[src/rtl/pipe_hazard_ctrl.sv]
// Stall/flush sequencer for the 5-stage pipe: load-use stall, taken-branch squash,
// data-memory wait freeze with timeout, debug halt/drain and saturating counters.
module pipe_hazard_ctrl #(
  parameter int DRAIN_CYCLES = 4,
  parameter int TIMEOUT      = 16,
  parameter int TMR_W        = 8,
  parameter int CNT_W        = 16
) (
  input  logic             clk,
  input  logic             rst,
  input  logic [4:0]       id_rs,
  input  logic [4:0]       id_rt,
  input  logic             id_uses_rt,
  input  logic             ex_mem_read,
  input  logic [4:0]       ex_rd,
  input  logic             mem_branch_taken,
  input  logic             dmem_req,
  input  logic             dmem_ready,
  input  logic             halt_req,
  output logic             pc_write,
  output logic             if_id_hold,
  output logic             if_id_flush,
  output logic             id_ex_hold,
  output logic             id_ex_bubble,
  output logic             ex_mem_hold,
  output logic             ex_mem_flush,
  output logic             mem_wb_bubble,
  output logic             halted,
  output logic             mem_timeout,
  output logic [CNT_W-1:0] stall_cycles,
  output logic [CNT_W-1:0] flush_events
);

  typedef enum logic [2:0] {S_RUN, S_MEM_WAIT, S_DRAIN, S_HALTED, S_ERROR} state_t;

  state_t             r_state, w_state_next;
  logic [TMR_W-1:0]   r_timer, w_timer_next;
  logic [TMR_W-1:0]   r_drain, w_drain_next;
  logic               r_halted;
  logic               r_mem_timeout;
  logic               w_lu;
  logic               w_wait;
  logic [1:0]         w_cnt_inc;
  logic [2*CNT_W-1:0] w_cnt_flat;

  assign w_lu   = ex_mem_read & (ex_rd != 5'd0) &
                  ((ex_rd == id_rs) | (id_uses_rt & (ex_rd == id_rt)));
  assign w_wait = dmem_req & ~dmem_ready;

  always_comb begin
    pc_write      = 1'b1;
    if_id_hold    = 1'b0;
    if_id_flush   = 1'b0;
    id_ex_hold    = 1'b0;
    id_ex_bubble  = 1'b0;
    ex_mem_hold   = 1'b0;
    ex_mem_flush  = 1'b0;
    mem_wb_bubble = 1'b0;
    w_state_next  = r_state;
    w_timer_next  = r_timer;
    w_drain_next  = r_drain;
    w_cnt_inc     = 2'b00;

    if (rst) begin
      pc_write      = 1'b0;
      if_id_flush   = 1'b1;
      id_ex_bubble  = 1'b1;
      ex_mem_flush  = 1'b1;
      mem_wb_bubble = 1'b1;
    end else begin
      case (r_state)
        S_RUN: begin
          if (w_wait) begin
            pc_write      = 1'b0;
            if_id_hold    = 1'b1;
            id_ex_hold    = 1'b1;
            ex_mem_hold   = 1'b1;
            mem_wb_bubble = 1'b1;
            w_timer_next  = TMR_W'(1);
            w_state_next  = S_MEM_WAIT;
          end else if (mem_branch_taken) begin
            if_id_flush  = 1'b1;
            id_ex_bubble = 1'b1;
            ex_mem_flush = 1'b1;
            w_cnt_inc[1] = 1'b1;
            if (halt_req) begin
              w_drain_next = '0;
              w_state_next = S_DRAIN;
            end
          end else if (w_lu) begin
            // Halt entry waits until the load-use stall has resolved.
            pc_write     = 1'b0;
            if_id_hold   = 1'b1;
            id_ex_bubble = 1'b1;
          end else if (halt_req) begin
            pc_write     = 1'b0;
            if_id_flush  = 1'b1;
            w_drain_next = TMR_W'(1);
            w_state_next = S_DRAIN;
          end
        end

        S_MEM_WAIT: begin
          if (!dmem_ready) begin
            pc_write      = 1'b0;
            if_id_hold    = 1'b1;
            id_ex_hold    = 1'b1;
            ex_mem_hold   = 1'b1;
            mem_wb_bubble = 1'b1;
            if (r_timer == TMR_W'(TIMEOUT)) begin
              w_state_next = S_ERROR;
            end else begin
              w_timer_next = r_timer + TMR_W'(1);
            end
          end else begin
            w_timer_next = '0;
            w_state_next = S_RUN;
          end
        end

        S_DRAIN: begin
          pc_write    = 1'b0;
          if_id_flush = 1'b1;
          if (w_wait) begin
            // Frozen drain cycles do not count and never time out.
            if_id_hold    = 1'b1;
            id_ex_hold    = 1'b1;
            ex_mem_hold   = 1'b1;
            mem_wb_bubble = 1'b1;
          end else begin
            if (mem_branch_taken) begin
              pc_write     = 1'b1;
              id_ex_bubble = 1'b1;
              ex_mem_flush = 1'b1;
              w_cnt_inc[1] = 1'b1;
            end
            w_drain_next = r_drain + TMR_W'(1);
            if (w_drain_next == TMR_W'(DRAIN_CYCLES)) begin
              w_state_next = S_HALTED;
            end
          end
        end

        S_HALTED: begin
          pc_write      = 1'b0;
          if_id_flush   = 1'b1;
          id_ex_bubble  = 1'b1;
          ex_mem_flush  = 1'b1;
          mem_wb_bubble = 1'b1;
          if (!halt_req) begin
            w_state_next = S_RUN;
          end
        end

        S_ERROR: begin
          pc_write      = 1'b0;
          if_id_hold    = 1'b1;
          id_ex_hold    = 1'b1;
          ex_mem_hold   = 1'b1;
          mem_wb_bubble = 1'b1;
        end

        default: begin
          w_state_next = S_RUN;
        end
      endcase
    end

    w_cnt_inc[0] = ~rst & ~pc_write & ((r_state == S_RUN) | (r_state == S_MEM_WAIT));
  end

  always_ff @(posedge clk) begin
    if (rst) begin
      r_state       <= S_RUN;
      r_timer       <= '0;
      r_drain       <= '0;
      r_halted      <= 1'b0;
      r_mem_timeout <= 1'b0;
    end else begin
      r_state       <= w_state_next;
      r_timer       <= w_timer_next;
      r_drain       <= w_drain_next;
      r_halted      <= (w_state_next == S_HALTED);
      r_mem_timeout <= r_mem_timeout | (w_state_next == S_ERROR);
    end
  end

  // Index 0 counts stall cycles, index 1 counts branch flushes.
  genvar gi;
  generate
    for (gi = 0; gi < 2; gi++) begin : g_cnt
      logic [CNT_W-1:0] r_cnt;
      always_ff @(posedge clk) begin
        if (rst) begin
          r_cnt <= '0;
        end else if (w_cnt_inc[gi] && (r_cnt != {CNT_W{1'b1}})) begin
          r_cnt <= r_cnt + CNT_W'(1);
        end
      end
      assign w_cnt_flat[gi*CNT_W +: CNT_W] = r_cnt;
    end
  endgenerate

  assign stall_cycles = w_cnt_flat[CNT_W-1:0];
  assign flush_events = w_cnt_flat[2*CNT_W-1:CNT_W];
  assign halted       = r_halted;
  assign mem_timeout  = r_mem_timeout;

endmodule
[config.mk]
export PLATFORM = sky130hd
export DESIGN_NAME = pipe_hazard_ctrl
export DESIGN_NICKNAME = d
export VERILOG_FILES = /design/src/rtl/pipe_hazard_ctrl.sv
export SDC_FILE = /design/constraint.sdc
export NUM_CORES = 1
export LEC_CHECK = 0
export BUFFER_PORTS_ARGS = -buffer_cell sky130_fd_sc_hd__clkbuf_2
export CAP_MARGIN = 40
export CORE_MARGIN = 2
export CORE_UTILIZATION = 55
export DETAILED_ROUTE_END_ITERATION = 10
export GPL_TIMING_DRIVEN = 0
export PLACE_DENSITY = 0.77
export SLEW_MARGIN = 0
export SYNTH_ARGS = -nofsm -noshare
export SYNTH_HDL_FRONTEND = slang
export SYNTH_SLANG_ARGS = --single-unit
[constraint.sdc]
create_clock -name clk -period 4.01 [get_ports clk]
set_input_delay 0.401 -clock clk [delete_from_list [all_inputs] [get_ports clk]]
set_output_delay 0.401 -clock clk [all_outputs]
set_load 0.05 [all_outputs]
==> out/results.tsv <==
metric	value	unit
Global Route Usage Sum	25.5	%
most frequent cells after synthesis	dfxtp_1 (53), nor2_1 (44), a21oi_1 (31)	
synth top area cells	dfxtp_1 (35%), nor2_1 (5.4%), a21oi_1 (5.1%)	
Layout Nets	484	
count leader, synth	dfxtp_1	
Placed Area	3450	sq um
cts hold-fix bufs	0	
worst-margin pin slew	0.656	ns
final slew viol count	0	
number of diodes	0	
status	complete, no violations	
clock share of power	35.9	%
pwr/cell area	332	nW/um^2
data required time of the worst path	3.61	ns
CP top delay family	buffers and inverters	
net switching power	336	uW
Inserted Clock Buffers	5	
full die area	6130	sq um
multiplexer area fraction after synthesis	1.24	%
flops & latches, synth	53	
Async SR Flop Fraction	0	%
leakage	0.00140	uW
Slew headroom	55.9	%
Max Clock Freq	0.359	GHz
Simple-Gate Fraction of Synth Area	30.4	%
Int Pwr	852	uW
initial core utilization	56.2	%
IO Pins	65	
Most common cell on crit path	clkbuf_1	
crit path capture type	primary output	
largest family of logic cells by synthesized area	simple AND/OR/NAND/NOR gates	
DR vias/cell	5.87	
Pre-antenna DRT Iters	5	
drt drc	0	
Mapped Avg Cell Area	7.89	sq um
Gate Count Post-Synth	385	
worst slack at placement	1.28	ns
Port Buf Inserts	64	
# placed instances	521	
combinational group share of total power	18.2	%
Finished Layout Cells	529	
max incr delay on CP	0.52	ns
Distinct cells, synth	59	
Root Buffer	clkbuf_8	
share of layout cells above drive strength 1	20.8	%
row cnt	27	
syn nets	413	
hpwl dp	5600	um
die height	78.3	um
Sink Count	53	
max-cap violations	0	
initial antenna violation count	0	
post-synthesis xor/xnor area fraction	8.07	%
die width	78.3	um
largest area contributor in the netlist	dfxtp_1	
WHS	0.462	ns
GP Congestion	0.885	
cells along the critical path	clkbuf_2 -> clkbuf_1 -> clkbuf_1 -> clkbuf_1 -> nor2_1 -> buf_4 -> clkbuf_2	
CP Launch Type	primary input	
final setup violating endpoints	0	
H-Tree Depth	2	
clock-pin slew on the worst setup and hold paths	0.09	ns
Layout Area Growth over Synthesis	17.9	%
minimum clock period	2.79	ns
CTS tree	built	
Mapped Area	3040	sq um
number of synthesized flops with an enable pin	0	
Post-synth top flop	dfxtp_1	
Sw Ratio	28.3	%
Max rail drop VDD	0.000232	V
clk_skew	0.00459	ns
Post-Synth Adder-Cell Area	2.06	%
Tcrit/Tclk final	69.5	%
RSZ-0062 raised after global routing	no	
final hold violations	0	
Seq pwr share	45.9	%
Synth top area share	34.9	%
total setup buffers inserted after CTS	0	
Worst EP arrival	2.38	ns
cts repair resizes	0	
worst-skew pair later-pin latency	0.31	ns
Detailed Route WL	7590	um
vias in the first global route	2837	
global-route wire length before repair	12800	um
Vias	3106	
Synth Area in Compound Gates	19.2	%
Crit Path Category	primary input to primary output	
Avg WL per Cell	14.3	um
core area	5410	sq um
sequential area share after synthesis	34.9	%
post-route cell area	3580	sq um
CP Max Fanout	10	
GR Overflow Total	0	
buffer and inverter count on the worst path	6	
CTS max path bufs	2	
HP Class	primary input to flip-flop	
Slowest cell on crit path	clkbuf_1	
pin count of the biggest net entering global routing	17	
synthesis warning total	0	
Setup TNS	0	ns
initial DRC count	147	
Fillers	473	
Setup WS post-layout	1.22	ns
antenna viol nets, final	0	
-- worst paths after layout --
path | from | endpoint | slack [ns] | cells past startpoint
worst max register to register | r_state[1]$_SDFF_PP0_ | stall_cycles[8]$_SDFFE_PP0P_ | 1.90 | 7
worst max-delay path | rst | id_ex_hold | 1.22 | 7
worst min register to register | mem_timeout$_SDFF_PP0_ | mem_timeout$_SDFF_PP0_ | 0.49 | 2
worst min-delay path | halt_req | halted$_SDFF_PP0_ | 0.46 | 3
-- worst reg2reg max path: cells and delay by family (launching register included) --
family | cells | cell delay [ns]
mux | 1 | 0.35
flops | 1 | 0.36
simple gates | 3 | 0.54
buf+inv | 2 | 0.36
compound gates | 1 | 0.41
-- layout make-up --
class | count | area (sq um) | area share, %
buffer | 17 | 86.3 | 2.41
inverter | 11 | 41.3 | 1.15
tap | 72 | 90.1 | 2.51
clock inverter | 3 | 65.1 | 1.82
timing repair buffer | 64 | 320 | 8.94
multi-input combinational | 304 | 1850 | 51.6
sequential | 53 | 1060 | 29.6
clock buffer | 5 | 68.8 | 1.92
-- metal layers --
layer,GRT usage (%),vias up,wire length [um]
met1,33.5,1457,3420
met4,5.96,0,61
met2,44.2,97,3730
met5,0,-,0
met3,3.91,8,380
li1,-,1544,-
-- placed cells by master (no fill, tap or decap), types with 5 or more instances in the layout --
cell type,netlist,layout
nor2_1,44,44
clkbuf_8,0,5
nand2_1,29,29
nor2b_1,5,5
nand4_1,14,14
nand3_1,22,22
or3_1,13,13
and3_1,8,8
nand2b_1,7,7
clkbuf_1,8,8
a21oi_1,31,31
nor3_1,12,12
xnor2_1,15,15
or4_1,6,6
buf_2,5,5
a31oi_1,5,5
o21ai_0,20,20
dfxtp_1,53,53
inv_1,11,11
xor2_1,13,13
ha_1,5,5
clkbuf_2,1,65
nor4_1,6,6
-- power by group through the flow --
stage / clock network [uW] / logic [uW] / registers (uW)
detailed placement: 0 / 214 / 557
global route: 453 / 234 / 547
floorplan: 0 / 137 / 572
CTS: 435 / 215 / 545
global placement: 0 / 210 / 557
finish: 427 / 216 / 545
-- logic make-up after synthesis --
logic type / count (synthesis)
adders and majority gates: 5
and+or+nand+nor: 179
xor gates and xnor gates: 28
DFF: 53
muxes: 3
AOI/OAI and AO/OA: 89
buffers and inverters: 28
-- sequential cells by signal, indices dropped and copies added, names as in the netlist --
signal        flops
stall_cycles     16
r_timer           8
flush_events     16
r_state           3
halted            1
r_drain           8
mem_timeout       1
-- through the flow --
stage	util (%)	total power, uW
detailed placement	63.8	771
floorplan	-	709
global route	66.3	1230
global placement	63.8	767
CTS	66.3	1190
finish	66.3	1190
Power figures use the tool's default switching activity.
